File: config.mk
export PLATFORM = sky130hd
export DESIGN_NAME = sram_port_arbiter
export DESIGN_NICKNAME = d
export VERILOG_FILES = /design/src/rtl/mem_if_pkg.sv /design/src/rtl/arb_tag_pipe.sv /design/src/rtl/sram_port_arbiter.sv
export SDC_FILE = /design/constraint.sdc
export NUM_CORES = 1
export LEC_CHECK = 0
export CORE_AREA = 2 2 105 107
export CTS_CLUSTER_SIZE = 16
export DETAILED_ROUTE_END_ITERATION = 7
export DIE_AREA = 0 0 107 109
export GPL_ROUTABILITY_DRIVEN = 0
export MAX_ROUTING_LAYER = met4
export PLACE_DENSITY = 0.67
export SLEW_MARGIN = 20
export SYNTH_ARGS = -nofsm -noshare
export SYNTH_HDL_FRONTEND = slang
export SYNTH_HIERARCHICAL = 1
export SYNTH_SLANG_ARGS = --single-unit
File: constraint.sdc
create_clock -name clk -period 3.6 [get_ports clk]
set_input_delay 0.36 -clock clk [delete_from_list [all_inputs] [get_ports clk]]
set_output_delay 0.36 -clock clk [all_outputs]
set_load 0.02 [all_outputs]
File: src/rtl/mem_if_pkg.sv
// -----------------------------------------------------------------------------
// mem_if_pkg
// Shared definitions for the SRAM port arbiter:
//   - owner_e       : which requester a completion belongs to (IF or EXE data)
//   - tag_t         : one tag-pipeline stage {vld, owner}
//   - bound consts  : legal ranges for RD_LAT and STARVE_LIMIT, checked at
//                     elaboration by the arbiter
// -----------------------------------------------------------------------------
package mem_if_pkg;

   typedef enum logic {
      OWNER_INST = 1'b0,
      OWNER_DATA = 1'b1
   } owner_e;

   typedef struct packed {
      logic   vld;
      owner_e owner;
   } tag_t;

   localparam int RD_LAT_MIN       = 1;
   localparam int RD_LAT_MAX       = 4;
   localparam int STARVE_LIMIT_MIN = 1;
   localparam int STARVE_LIMIT_MAX = 15;
   localparam int STARVE_CNT_W     = 4;

endpackage

File: src/rtl/arb_tag_pipe.sv
// -----------------------------------------------------------------------------
// arb_tag_pipe
// DEPTH-stage shift register of completion tags. A tag enters every cycle and
// leaves DEPTH cycles later; there is no stall.
// Ports:
//   clk      in   clock
//   i_clr_n  in   synchronous active-low clear (drops all in-flight tags)
//   i_tag    in   tag for the grant issued this cycle
//   o_tag    out  tag whose completion is due this cycle
// -----------------------------------------------------------------------------
module arb_tag_pipe
   import mem_if_pkg::*;
#(
   parameter int DEPTH = 1
) (
   input  logic clk,
   input  logic i_clr_n,
   input  tag_t i_tag,
   output tag_t o_tag
);

   tag_t [DEPTH-1:0] r_stage;

   // NOTE: sequential state uses non-blocking assignments so every stage reads
   // its predecessor's pre-edge value and the chain shifts by exactly one.
   always_ff @(posedge clk) begin
      if (!i_clr_n) begin
         r_stage <= '0;
      end else begin
         r_stage[0] <= i_tag;
         for (int i = 1; i < DEPTH; i++) begin
            r_stage[i] <= r_stage[i-1];
         end
      end
   end

   assign o_tag = r_stage[DEPTH-1];

endmodule

File: src/rtl/sram_port_arbiter.sv
// -----------------------------------------------------------------------------
// sram_port_arbiter
// Shares one synchronous SRAM port between instruction fetch (IF) and the
// EXE data path. One grant per cycle, data preferred, with a starvation
// counter that forces an IF grant after STARVE_LIMIT consecutive data grants
// while IF waits. Completions return in order RD_LAT cycles after the grant.
// Ports:
//   clk, resetn                      clock, synchronous active-low reset
//   inst_req/inst_addr               IF request (held until inst_addr_ok)
//   inst_addr_ok/inst_data_ok        IF grant / completion
//   inst_rdata                       IF read data
//   data_req/data_we/data_addr/
//   data_wdata                       EXE request (held until data_addr_ok)
//   data_addr_ok/data_data_ok        EXE grant / completion (reads and writes)
//   data_rdata                       EXE read data
//   sram_en/sram_we/sram_addr/
//   sram_wdata/sram_rdata            shared SRAM port
// -----------------------------------------------------------------------------
module sram_port_arbiter
   import mem_if_pkg::*;
#(
   parameter int RD_LAT       = 1,
   parameter int STARVE_LIMIT = 3
) (
   input  logic        clk,
   input  logic        resetn,
   input  logic        inst_req,
   input  logic [31:0] inst_addr,
   output logic        inst_addr_ok,
   output logic        inst_data_ok,
   output logic [31:0] inst_rdata,
   input  logic        data_req,
   input  logic [3:0]  data_we,
   input  logic [31:0] data_addr,
   input  logic [31:0] data_wdata,
   output logic        data_addr_ok,
   output logic        data_data_ok,
   output logic [31:0] data_rdata,
   output logic        sram_en,
   output logic [3:0]  sram_we,
   output logic [31:0] sram_addr,
   output logic [31:0] sram_wdata,
   input  logic [31:0] sram_rdata
);

   if (RD_LAT < RD_LAT_MIN || RD_LAT > RD_LAT_MAX) begin : g_bad_rd_lat
      $error("sram_port_arbiter: RD_LAT out of range");
   end
   if (STARVE_LIMIT < STARVE_LIMIT_MIN || STARVE_LIMIT > STARVE_LIMIT_MAX) begin : g_bad_limit
      $error("sram_port_arbiter: STARVE_LIMIT out of range");
   end

   localparam logic [STARVE_CNT_W-1:0] LP_LIMIT = STARVE_CNT_W'(STARVE_LIMIT);

   logic [STARVE_CNT_W-1:0] r_starve_cnt;
   logic                    w_force_i;
   logic                    w_gnt_data;
   logic                    w_gnt_inst;
   tag_t                    w_tag_in;
   tag_t                    w_tag_out;

   // Grant: data first unless IF has waited out its limit; nothing in reset.
   assign w_force_i  = inst_req & (r_starve_cnt == LP_LIMIT);
   assign w_gnt_data = resetn & data_req & ~w_force_i;
   assign w_gnt_inst = resetn & inst_req & ~w_gnt_data;

   assign inst_addr_ok = w_gnt_inst;
   assign data_addr_ok = w_gnt_data;

   // NOTE: every output of this always_comb gets a default first, so no path
   // leaves a value unassigned and no latch is inferred.
   always_comb begin
      sram_en    = 1'b0;
      sram_we    = '0;
      sram_addr  = '0;
      sram_wdata = '0;
      if (w_gnt_data) begin
         sram_en    = 1'b1;
         sram_we    = data_we;
         sram_addr  = data_addr;
         sram_wdata = data_wdata;
      end else if (w_gnt_inst) begin
         sram_en    = 1'b1;
         sram_addr  = inst_addr;
      end
   end

   // Counts data grants that overtook a waiting IF request; any IF grant or
   // IF withdrawal starts the count over.
   always_ff @(posedge clk) begin
      if (!resetn) begin
         r_starve_cnt <= '0;
      end else if (!inst_req || w_gnt_inst) begin
         r_starve_cnt <= '0;
      end else if (w_gnt_data && (r_starve_cnt != LP_LIMIT)) begin
         r_starve_cnt <= r_starve_cnt + 1'b1;
      end
   end

   always_comb begin
      w_tag_in.vld   = w_gnt_data | w_gnt_inst;
      w_tag_in.owner = w_gnt_data ? OWNER_DATA : OWNER_INST;
   end

   arb_tag_pipe #(
      .DEPTH (RD_LAT)
   ) u_tag_pipe (
      .clk     (clk),
      .i_clr_n (resetn),
      .i_tag   (w_tag_in),
      .o_tag   (w_tag_out)
   );

   // The pipe only clears on the edge, so the reset cycle itself is masked
   // here to keep every output at 0 while resetn is low.
   assign inst_data_ok = resetn & w_tag_out.vld & (w_tag_out.owner == OWNER_INST);
   assign data_data_ok = resetn & w_tag_out.vld & (w_tag_out.owner == OWNER_DATA);
   assign inst_rdata   = resetn ? sram_rdata : '0;
   assign data_rdata   = resetn ? sram_rdata : '0;

endmodule

Word level (Yosys, flattened, before mapping)
Index checks and enable logic that the tools add are counted.
- bits in registers: 6
- latch bits: 0
- memory bits (writable): 0
- ROM bits: 0
- input bits: 136
- logic and storage cells: 31
- memories: 0
- add/subtract/negate cells: 1
- multipliers: 0
- div/mod/pow operators: 0
- magnitude comparators: 0
- equality and inequality tests: 2
- shifts and indexed selects: 0
- muxes and demuxes: 8
- bitwise operators: 13
- reductions and logical operators: 4
- operators with widths (cell ; count):
    $mux W32 ; 4
    $and A1 B1 Y1 ; 8
    $add A4 B1 Y4 const B ; 1
    $eq A4 B2 Y1 const B ; 1
    $mux W4 ; 1
    $ne A4 B2 Y1 const B ; 1
    $not A1 Y1 ; 4
    $mux W1 ; 3
    $reduce_or A2 Y1 ; 1
    $logic_and A1 B1 Y1 ; 1
    $logic_not A1 Y1 ; 1
    $logic_or A1 B1 Y1 ; 1
    $or A1 B1 Y1 ; 1

Longest topological paths before layout
Gate-level depths: netlist (run 1).
- depth in word-level cells: 8
- mapped depth: 6
- gate-level depth less buffers: 4

Cells and area by module
Netlist (run 1), hierarchy kept.
- by module, submodules not included (module ; times used ; cells an instance ; area each (um^2)):
    sram_port_arbiter ; 1 ; 169 ; 1226.2
    arb_tag_pipe ; 1 ; 4 ; 52.6

Least setup slack after synthesis (run 1)
Ideal clock, no wire load.
- kind: register to output
- start point: reg r_starve_cnt[0]
- end point: out sram_wdata[25]
- arrival: 1.660 ns
- path slack: 1.580 ns
- cell stages (with the launch flop): 6
- path buffers: 1
- cells stage by stage: dfxtp_1 > ha_1 > or3b_4 > o211a_4 > clkbuf_1 > and2_1
- cells in the longest elaborated chain, start to end: 5
- ends and longest elaborated chain (element ; RTL line ; text):
    start, declared ; sram_port_arbiter.sv:55 ; logic [STARVE_CNT_W-1:0] r_starve_cnt;
    start signal, assigned ; sram_port_arbiter.sv:96 ; r_starve_cnt <= r_starve_cnt + 1'b1;
    $eq A4 B2 Y1 ; sram_port_arbiter.sv:63 ; assign w_force_i = inst_req & (r_starve_cnt == LP_LIMIT);
    $and A1 B1 Y1 ; sram_port_arbiter.sv:63 ;
    $not A1 Y1 ; sram_port_arbiter.sv:64 ; assign w_gnt_data = resetn & data_req & ~w_force_i;
    $and A1 B1 Y1 ; sram_port_arbiter.sv:64 ;
    via data_addr_ok ; sram_port_arbiter.sv:36 ; output logic data_addr_ok,
    $mux W32 ; sram_port_arbiter.sv:77 ; if (w_gnt_data) begin
    end, declared ; sram_port_arbiter.sv:42 ; output logic [31:0] sram_wdata,
The timed path passes the listed nets, and every way through them passes these cells.

Worst setup path in the final report (run 1)
- start point: reg r_starve_cnt[0]
- end point: out sram_addr[27]
- cells in the longest elaborated chain, start to end: 8
- ends and longest elaborated chain (element ; RTL line ; text):
    $eq A4 B2 Y1 (*) ; sram_port_arbiter.sv:63 ;
    $and A1 B1 Y1 (*) ; sram_port_arbiter.sv:63 ;
    $not A1 Y1 (*) ; sram_port_arbiter.sv:64 ;
    $and A1 B1 Y1 (*) ; sram_port_arbiter.sv:64 ;
    $not A1 Y1 ; sram_port_arbiter.sv:65 ; assign w_gnt_inst = resetn & inst_req & ~w_gnt_data;
    $and A1 B1 Y1 ; sram_port_arbiter.sv:65 ;
    $mux W32 ; sram_port_arbiter.sv:82 ; end else if (w_gnt_inst) begin
    $mux W32 (*) ; sram_port_arbiter.sv:77 ;
    end, declared ; sram_port_arbiter.sv:41 ; output logic [31:0] sram_addr,
Mark *: on every way between the ends. The rest lies on a longest branch, timed or not.

==> impl_metrics.json, run 1 <==
{
  "dpl_cell_area_um2": 3870,
  "antenna_found_initial": 0,
  "p_leak_nw": 1.46,
  "path_clk_slew_ns": 0.03,
  "yosysTopAreaCell": "and2_1",
  "slowest_delay_ns": 0.56,
  "cp.required_ns": 3.24,
  "nNetsFinal": 543,
  "final_area_um2": 3910,
  "end_kind": "primary output",
  "cts.sinks": 6,
  "n_antenna_cell": 0,
  "hold_viol_final": 0,
  "slowest_stage": "clkdlybuf4s50_1",
  "ctsHoldBuffers": 0,
  "startpoint_type": "flip-flop",
  "syn2layout_area_growth_pct": 206,
  "synth.area.top_cells": "and2_1 (34%), a22o_1 (22%), buf_4 (19%)",
  "yosys.area_share.xor_xnor": 0.0137,
  "die_w_um": 107,
  "peakVddDrop_mv": 0.0894,
  "die_h_um": 109,
  "drt-pass1-iter-count": 3,
  "status": "complete, no violations",
  "core_area_um2": 10600,
  "routed_wl_mm": 7.44,
  "hold_class": "flip-flop to flip-flop",
  "drc": 0,
  "synth-seq-cells": 6,
  "max-cap-violations": 0,
  "slew-limit-headroom": 0.565,
  "clock_path_buffers": 2,
  "synthSimpleGateAreaFrac": 0.386,
  "grt_util_all_layers": 0.118,
  "critical_path_class": "flip-flop to primary output",
  "grt_first_pass_wirelength_mm": 10.6,
  "cts.repair.resized": 0,
  "layout.cells.non_filler": 544,
  "synth_area_um2": 1280,
  "cts-root-buf": "clkbuf_8",
  "max_freq_mhz": 347,
  "rsz0062_at_grt": "no",
  "drt-wirelength-per-cell_um": 13.7,
  "cts_tree": "done",
  "die_area_um2": 11700,
  "drt_iter0_drc": 57,
  "yosysSeqAreaShare": 0.0939,
  "dp.cells": 541,
  "muxShareOfSynthArea": 0,
  "drv_slew": 0,
  "io_buffers": 272,
  "min_period_over_period": 0.800,
  "first_global_vias": 2129,
  "worstPathMaxFanout": 70,
  "synth_cells": 173,
  "finalClockSkew_ns": 0.00235,
  "cts_max_level": 1,
  "drive_gt1_frac": 0.0248,
  "numCtsBuffers": 3,
  "viasPerCell": 3.84,
  "dp_hpwl_mm": 6.69,
  "period_minus_slack_ns": 2.88,
  "io_pins": 273,
  "synth_fa_ha_area_frac": 0.00978,
  "cp.arrival_ns": 2.52,
  "fin_tns_setup_ns": 0,
  "avgSynthCellArea_um2": 7.39,
  "finalPower_uw": 648,
  "cp_num_buf_inv": 1,
  "synth_compound_area_frac": 0.246,
  "drtAntennaViolNets": 0,
  "vias": 2089,
  "cp_cell_sequence": "ha_1 -> or3b_4 -> o211a_4 -> a22o_1 -> clkdlybuf4s50_1",
  "ys_warn_count": 6,
  "clk_latency_ns": 0.22,
  "yosys.cell_types.count": 20,
  "start_util": 0.121,
  "post_cts_buffers": 0,
  "netlist.area_leader.share": 0.342,
  "powerDensity_nw_per_um2": 165,
  "grt_max_degree": 71,
  "fillerInstances": 1053,
  "worst_pin_slew_ns": 0.652,
  "setup_violations": 0,
  "synth_top_family_by_area": "simple AND/OR/NAND/NOR gates",
  "grt-ovfl-total": 0,
  "syn_nets": 310,
  "crit_family": "compound AO/OA/AOI/OAI gates",
  "num_rows": 38,
  "utilization": 0.369
}
state kept, by name, summed over array words and instances (netlist names):
register and cells:
r_starve_cnt 4, u_tag_pipe/o_tag 2
Yosys cell counts (all sizes together):
master,number
inv,2
nand4,1
buf,39
xor2,1
dfxtp,6
clkbuf,7
a22o,32
or3b,1
o211a,1
a21oi,1
ha,1
nand3,1
nand2,2
o21a,1
xnor2,1
and3,1
nor2,5
and2,70
metal layers:
metal  vias up  routed length (µm)  global-route usage
met4         0                  99              0.0334
met1       909                2570               0.119
met2       160                3990               0.229
li1       1014                   -                   -
met5         -                   0                   -
met3         6                 788              0.0263
kinds of logic after synthesis:
group,Yosys count
xor gates and xnor gates,2
AOI/OAI and AO/OA,35
buffers and inverters,48
and+or+nand+nor,81
DFF,6
adders and majority gates,1
area by class of cell:
type / count / area, µm² / area share
well taps: 140 / 175 / 0.0448
repair buffers: 274 / 2730 / 0.698
multi-input cells: 119 / 837 / 0.214
flip-flops and latches: 6 / 120 / 0.0307
inverters: 2 / 7.51 / 0.00192
clock buffers: 3 / 41.3 / 0.0105
power breakdown:
| group | total, mW | switching (mW) | internal [mW] |
|---|---|---|---|
| clock network | 0.0975 | 0.0259 | 0.0716 |
| logic | 0.481 | 0.194 | 0.287 |
| registers | 0.0694 | 0.000818 | 0.0685 |
| total | 0.648 | 0.220 | 0.427 |
path summary, 6_finish.rpt:
check	slack [ns]	to	cells past startpoint	start
hold reg to reg	0.45	r_starve_cnt[0]	1	r_starve_cnt[0]
setup reg to reg	1.82	u_tag_pipe/o_tag[0]	4	r_starve_cnt[0]
hold / removal	0.45	r_starve_cnt[0]	1	r_starve_cnt[0]
setup / recovery	0.72	sram_addr[27]	5	r_starve_cnt[0]
placed cells by master (no fill, tap or decap), types with 2 or more instances in the layout:
cell / count
clkdlybuf4s50_1: 270
buf_4: 4
clkbuf_8: 3
dfxtp_1: 6
nand2_1: 2
inv_1: 2
nor2_1: 5
a22o_1: 32
and2_1: 70
stage by stage:
stage               setup WS, ns  hold slack (ns)
floorplan                   1.58            0.418
global placement           0.795            0.430
detailed placement         0.769            0.446
CTS                        0.700            0.451
global route               0.583            0.480
finish                     0.720            0.448
(Power assumes the default switching activity.)
==> inputs of run 2 (changes only) <==
--- a/config.mk
+++ b/config.mk
@@ -5,13 +5,13 @@
 export SDC_FILE = /design/constraint.sdc
 export NUM_CORES = 1
 export LEC_CHECK = 0
-export CORE_AREA = 2 2 105 107
+export CORE_AREA = 2 2 104 106
 export CTS_CLUSTER_SIZE = 16
 export DETAILED_ROUTE_END_ITERATION = 7
-export DIE_AREA = 0 0 107 109
+export DIE_AREA = 0 0 106 108
 export GPL_ROUTABILITY_DRIVEN = 0
 export MAX_ROUTING_LAYER = met4
-export PLACE_DENSITY = 0.67
+export PLACE_DENSITY = 0.68
 export SLEW_MARGIN = 20
 export SYNTH_ARGS = -nofsm -noshare
 export SYNTH_HDL_FRONTEND = slang
==> constraint.sdc (replaced) <==
create_clock -name clk -period 2.8 [get_ports clk]
set_input_delay 0.28 -clock clk [delete_from_list [all_inputs] [get_ports clk]]
set_output_delay 0.28 -clock clk [all_outputs]
set_load 0.02 [all_outputs]
==> impl_metrics.json, run 2 (synthesis results as in run 1) <==
{
  "period_minus_slack_ns": 2.68,
  "final_common_cell": "clkdlybuf4s50_1",
  "whs_path_depth": 1,
  "min_period_over_period": 0.957,
  "io_pins": 273,
  "critical_path_class": "flip-flop to primary output",
  "status": "complete, no violations",
  "grt_util_all_layers": 0.126,
  "p_seq_frac": 0.106,
  "peakVddDrop_mv": 0.0885,
  "ff2ff_path_depth": 4,
  "io_buffers": 272,
  "final_cell_mix": "clkdlybuf4s50_1 (245), and2_1 (70), a22o_1 (32)",
  "cts.sinks": 6,
  "drv_slew": 0,
  "p_int_uw": 553,
  "powerDensity_nw_per_um2": 210,
  "end_kind": "primary output",
  "post_cts_buffers": 0,
  "startpoint_type": "flip-flop",
  "slew-limit-headroom": 0.809,
  "nNetsFinal": 546,
  "drt-wirelength-per-cell_um": 14.6,
  "p_leak_nw": 1.90,
  "largest_reg_flops": 4,
  "cts-root-buf": "clkbuf_8",
  "vias": 2137,
  "clkPwrFrac": 0.159,
  "drtAntennaViolNets": 0,
  "worst_pin_slew_ns": 0.285,
  "clock_path_buffers": 2,
  "viasPerCell": 3.94,
  "fin_tns_setup_ns": 0,
  "cts_max_level": 1,
  "setup_violations": 0,
  "grt_max_degree": 36,
  "grt-ovfl-total": 0,
  "power.switching_uw": 293,
  "cts_tree": "done",
  "numCtsBuffers": 3,
  "largest-register": "r_starve_cnt",
  "hold_viol_final": 0,
  "finalClockSkew_ns": 0.00727,
  "grt_first_pass_wirelength_mm": 11.0,
  "drc": 0,
  "r2r_slack_ns": 1.25,
  "ctsHoldBuffers": 0,
  "path_clk_slew_ns": 0.04,
  "antenna_found_initial": 0,
  "clk_latency_ns": 0.23,
  "core_area_um2": 10200,
  "first_global_vias": 2211,
  "max-cap-violations": 0,
  "worstPathMaxFanout": 33,
  "die_w_um": 106,
  "cp.arrival_ns": 2.40,
  "holdPathEnd": "r_starve_cnt[0]",
  "n_antenna_cell": 0,
  "drt-pass1-iter-count": 4,
  "setup_ws_ns": 0.121,
  "r2r-start": "r_starve_cnt[0]",
  "swShare": 0.346,
  "place_ws_ns": 0.265,
  "die_h_um": 108,
  "num_rows": 37,
  "timing.hold.ws_ns": 0.446,
  "start_util": 0.125,
  "routed_wl_mm": 7.91,
  "max_freq_mhz": 373,
  "drive_gt1_frac": 0.0270,
  "cts.repair.resized": 0,
  "dp_hpwl_mm": 7.11,
  "cp.required_ns": 2.52,
  "die_area_um2": 11400,
  "worstHoldStart": "r_starve_cnt[0]",
  "combPwrFrac": 0.736,
  "r2r_end": "u_tag_pipe/o_tag[0]",
  "drt_iter0_drc": 69,
  "rsz0062_at_grt": "no",
  "syn2layout_area_growth_pct": 215,
  "hold_class": "flip-flop to flip-flop"
}
## run 2: changes by cell type in the layout (fill, tap and decap cells not counted)
cell,before,now
dlymetal6s2s_1,0,27
buf_12,0,2
clkdlybuf4s50_1,270,245
buf_4,4,3
## run 2: cell type report
cell class                      instances  area, µm²
Clock buffer                            3       41.3
Tap cell                              136        170
Timing Repair Buffer                  277       2850
Multi-Input combinational cell        119        837
Fill cell                            1030       6200
Inverter                                2       7.51
Sequential cell                         6        120
## run 2: critical path, stage by stage, from the launching register on
cell and delay [ns]:
dfxtp_1 0.35, ha_1 0.19, or3b_4 0.41, a21oi_2 0.21, buf_12 0.22, a22o_1 0.15
clkdlybuf4s50_1 0.65
## run 2: power groups by stage
stage          registers, mW  clock network, mW  logic, mW
6_report              0.0892              0.134      0.622
5_1_grt               0.0894              0.142      0.653
4_1_cts               0.0892              0.137      0.634
3_5_place_dp          0.0905                  0      0.633
3_3_place_gp          0.0903                  0      0.628
2_1_floorplan         0.0902                  0      0.258
## run 2: per-layer routing
layer  global-route usage  wire length, µm  vias to the layer above  part of all wire
met4               0.0367              151                        0             0.019
met1                0.119             2700                      938              0.34
met5                    -                0                        -                 0
met3               0.0217              768                       13             0.097
li1                     -                -                     1019                 -
met2                0.258             4290                      167              0.54
## run 2: stage by stage
stage,utilization,instances,area (µm²),power [mW]
3_5_place_dp,0.383,540,3920,0.724
2_1_floorplan,-,173,1280,0.348
4_1_cts,0.387,543,3960,0.861
5_1_grt,0.394,543,4030,0.884
6_report,0.394,543,4030,0.845
3_3_place_gp,0.383,540,3920,0.719
## run 2: worst max-delay path by stage
stage	slack, ns	to	from
after global placement	0.32	sram_addr[22]	r_starve_cnt[0]
after CTS	0.02	sram_addr[22]	r_starve_cnt[0]
after global routing	0.02	sram_wdata[21]	r_starve_cnt[0]
after detailed placement	0.26	sram_addr[22]	r_starve_cnt[0]
final	0.12	sram_addr[19]	r_starve_cnt[0]
after floorplan	0.86	sram_wdata[25]	r_starve_cnt[0]
==> inputs of run 3 (changes only) <==
--- a/config.mk
+++ b/config.mk
@@ -10,8 +10,11 @@
 export DETAILED_ROUTE_END_ITERATION = 7
 export DIE_AREA = 0 0 106 108
 export GPL_ROUTABILITY_DRIVEN = 0
+export GPL_TIMING_DRIVEN = 0
 export MAX_ROUTING_LAYER = met4
 export PLACE_DENSITY = 0.68
+export SETUP_SLACK_MARGIN = 0.02
+export SKIP_LAST_GASP = 1
 export SLEW_MARGIN = 20
 export SYNTH_ARGS = -nofsm -noshare
 export SYNTH_HDL_FRONTEND = slang
==> impl_metrics.json, run 3 (synthesis results as in run 1) <==
{
  "drive_gt1_frac": 0.105,
  "end_kind": "primary output",
  "vias": 2245,
  "die_w_um": 106,
  "peakVddDrop_mv": 0.0818,
  "cts_tree": "done",
  "powerDensity_nw_per_um2": 200,
  "cp_num_buf_inv": 2,
  "hold_class": "flip-flop to flip-flop",
  "start_util": 0.125,
  "syn2layout_area_growth_pct": 240,
  "final_area_um2": 4340,
  "cts.sinks": 6,
  "grt_first_pass_wirelength_mm": 11.3,
  "cp_cell_sequence": "ha_1 -> or3b_4 -> o211a_4 -> buf_2 -> a22o_1 -> clkdlybuf4s50_1",
  "largest-register": "r_starve_cnt",
  "slowest_delay_ns": 0.54,
  "drv_slew": 0,
  "dpl_cell_area_um2": 4170,
  "clock_path_buffers": 2,
  "p_leak_nw": 2.43,
  "period_minus_slack_ns": 2.74,
  "critical_path_class": "flip-flop to primary output",
  "final_cell_mix": "clkdlybuf4s50_1 (218), and2_1 (70), dlymetal6s2s_1 (46)",
  "r2r_slack_ns": 1.02,
  "largest_reg_flops": 4,
  "io_buffers": 272,
  "finalClockSkew_ns": 0.000608,
  "grt-ovfl-total": 0,
  "slew-limit-headroom": 0.758,
  "numCtsBuffers": 3,
  "setup_violations": 0,
  "max_freq_mhz": 365,
  "drc": 0,
  "startpoint_type": "flip-flop",
  "routed_wl_mm": 7.96,
  "min_period_over_period": 0.979,
  "timing.hold.ws_ns": 0.473,
  "die_area_um2": 11400,
  "crit_family": "buffers and inverters",
  "cts_max_level": 1,
  "max-cap-violations": 0,
  "io_pins": 273,
  "setup_ws_ns": 0.0595,
  "clk_latency_ns": 0.22,
  "worstPathMaxFanout": 10,
  "core_area_um2": 10200,
  "num_rows": 37,
  "rsz0062_at_grt": "yes",
  "worst_pin_slew_ns": 0.363,
  "finalPower_uw": 869,
  "n_antenna_cell": 0,
  "drt-pass1-iter-count": 4,
  "hold_viol_final": 0,
  "dp.cells": 581,
  "cp.arrival_ns": 2.46,
  "grt_util_all_layers": 0.127,
  "fin_tns_setup_ns": 0,
  "dp_hpwl_mm": 7.30,
  "viasPerCell": 3.84,
  "slowest_stage": "clkdlybuf4s50_1",
  "antenna_found_initial": 0,
  "ctsHoldBuffers": 0,
  "cp.required_ns": 2.52,
  "place_ws_ns": -0.221,
  "drt-wirelength-per-cell_um": 13.6,
  "drt_iter0_drc": 40,
  "nNetsFinal": 588,
  "path_clk_slew_ns": 0.03,
  "drtAntennaViolNets": 0,
  "utilization": 0.424,
  "cts-root-buf": "clkbuf_8",
  "grt_max_degree": 12,
  "first_global_vias": 2185,
  "die_h_um": 108,
  "final_common_cell": "clkdlybuf4s50_1",
  "layout.cells.non_filler": 585,
  "status": "complete, no violations"
}
[run 3: final cells by class]
type | instances | area (µm²)
Fill cell | 1034 | 5890
Timing Repair Buffer | 273 | 2840
Multi-Input combinational cell | 119 | 845
Buffer | 46 | 323
Tap cell | 136 | 170
Sequential cell | 6 | 120
Clock buffer | 3 | 41.3
Inverter | 2 | 7.51
[run 3: what timing repair did]
action | 4_1_cts | 5_1_grt
setup endpoints to repair | 30 | 57
endpoints found under the hold margin | 0 | 0
setup buffers | 1 | 0
gates resized for setup | 12 | 47
pin swaps | 1 | 0
[run 3: worst register-to-register path: stages (launching register included)]
cell,delay [ns]
dfxtp_1,0.35
ha_1,0.20
or3b_4,0.42
o211a_4,0.28
clkbuf_1,0.21
and2_1,0.21
[run 3: layer usage]
layer / share of wire / GRT usage
met5: 0 / -
met1: 0.37 / 0.133
met4: 0.0083 / 0.0254
met2: 0.54 / 0.253
met3: 0.083 / 0.0193
[run 3: power breakdown]
part           total, mW  internal, mW  leakage [nW]  switching (mW)
clock              0.131        0.0924        0.0216          0.0381
sequential        0.0894        0.0881        0.0489         0.00122
combinational      0.649         0.393          2.36           0.256
total              0.869         0.574          2.43           0.295
[run 3: final timing paths]
check             startpoint             endpoint  depth (start not counted)
min          r_starve_cnt[0]      r_starve_cnt[0]                          1
max reg2reg  r_starve_cnt[0]  u_tag_pipe/o_tag[0]                          5
min reg2reg  r_starve_cnt[0]      r_starve_cnt[0]                          1
max          r_starve_cnt[0]        sram_addr[15]                          6
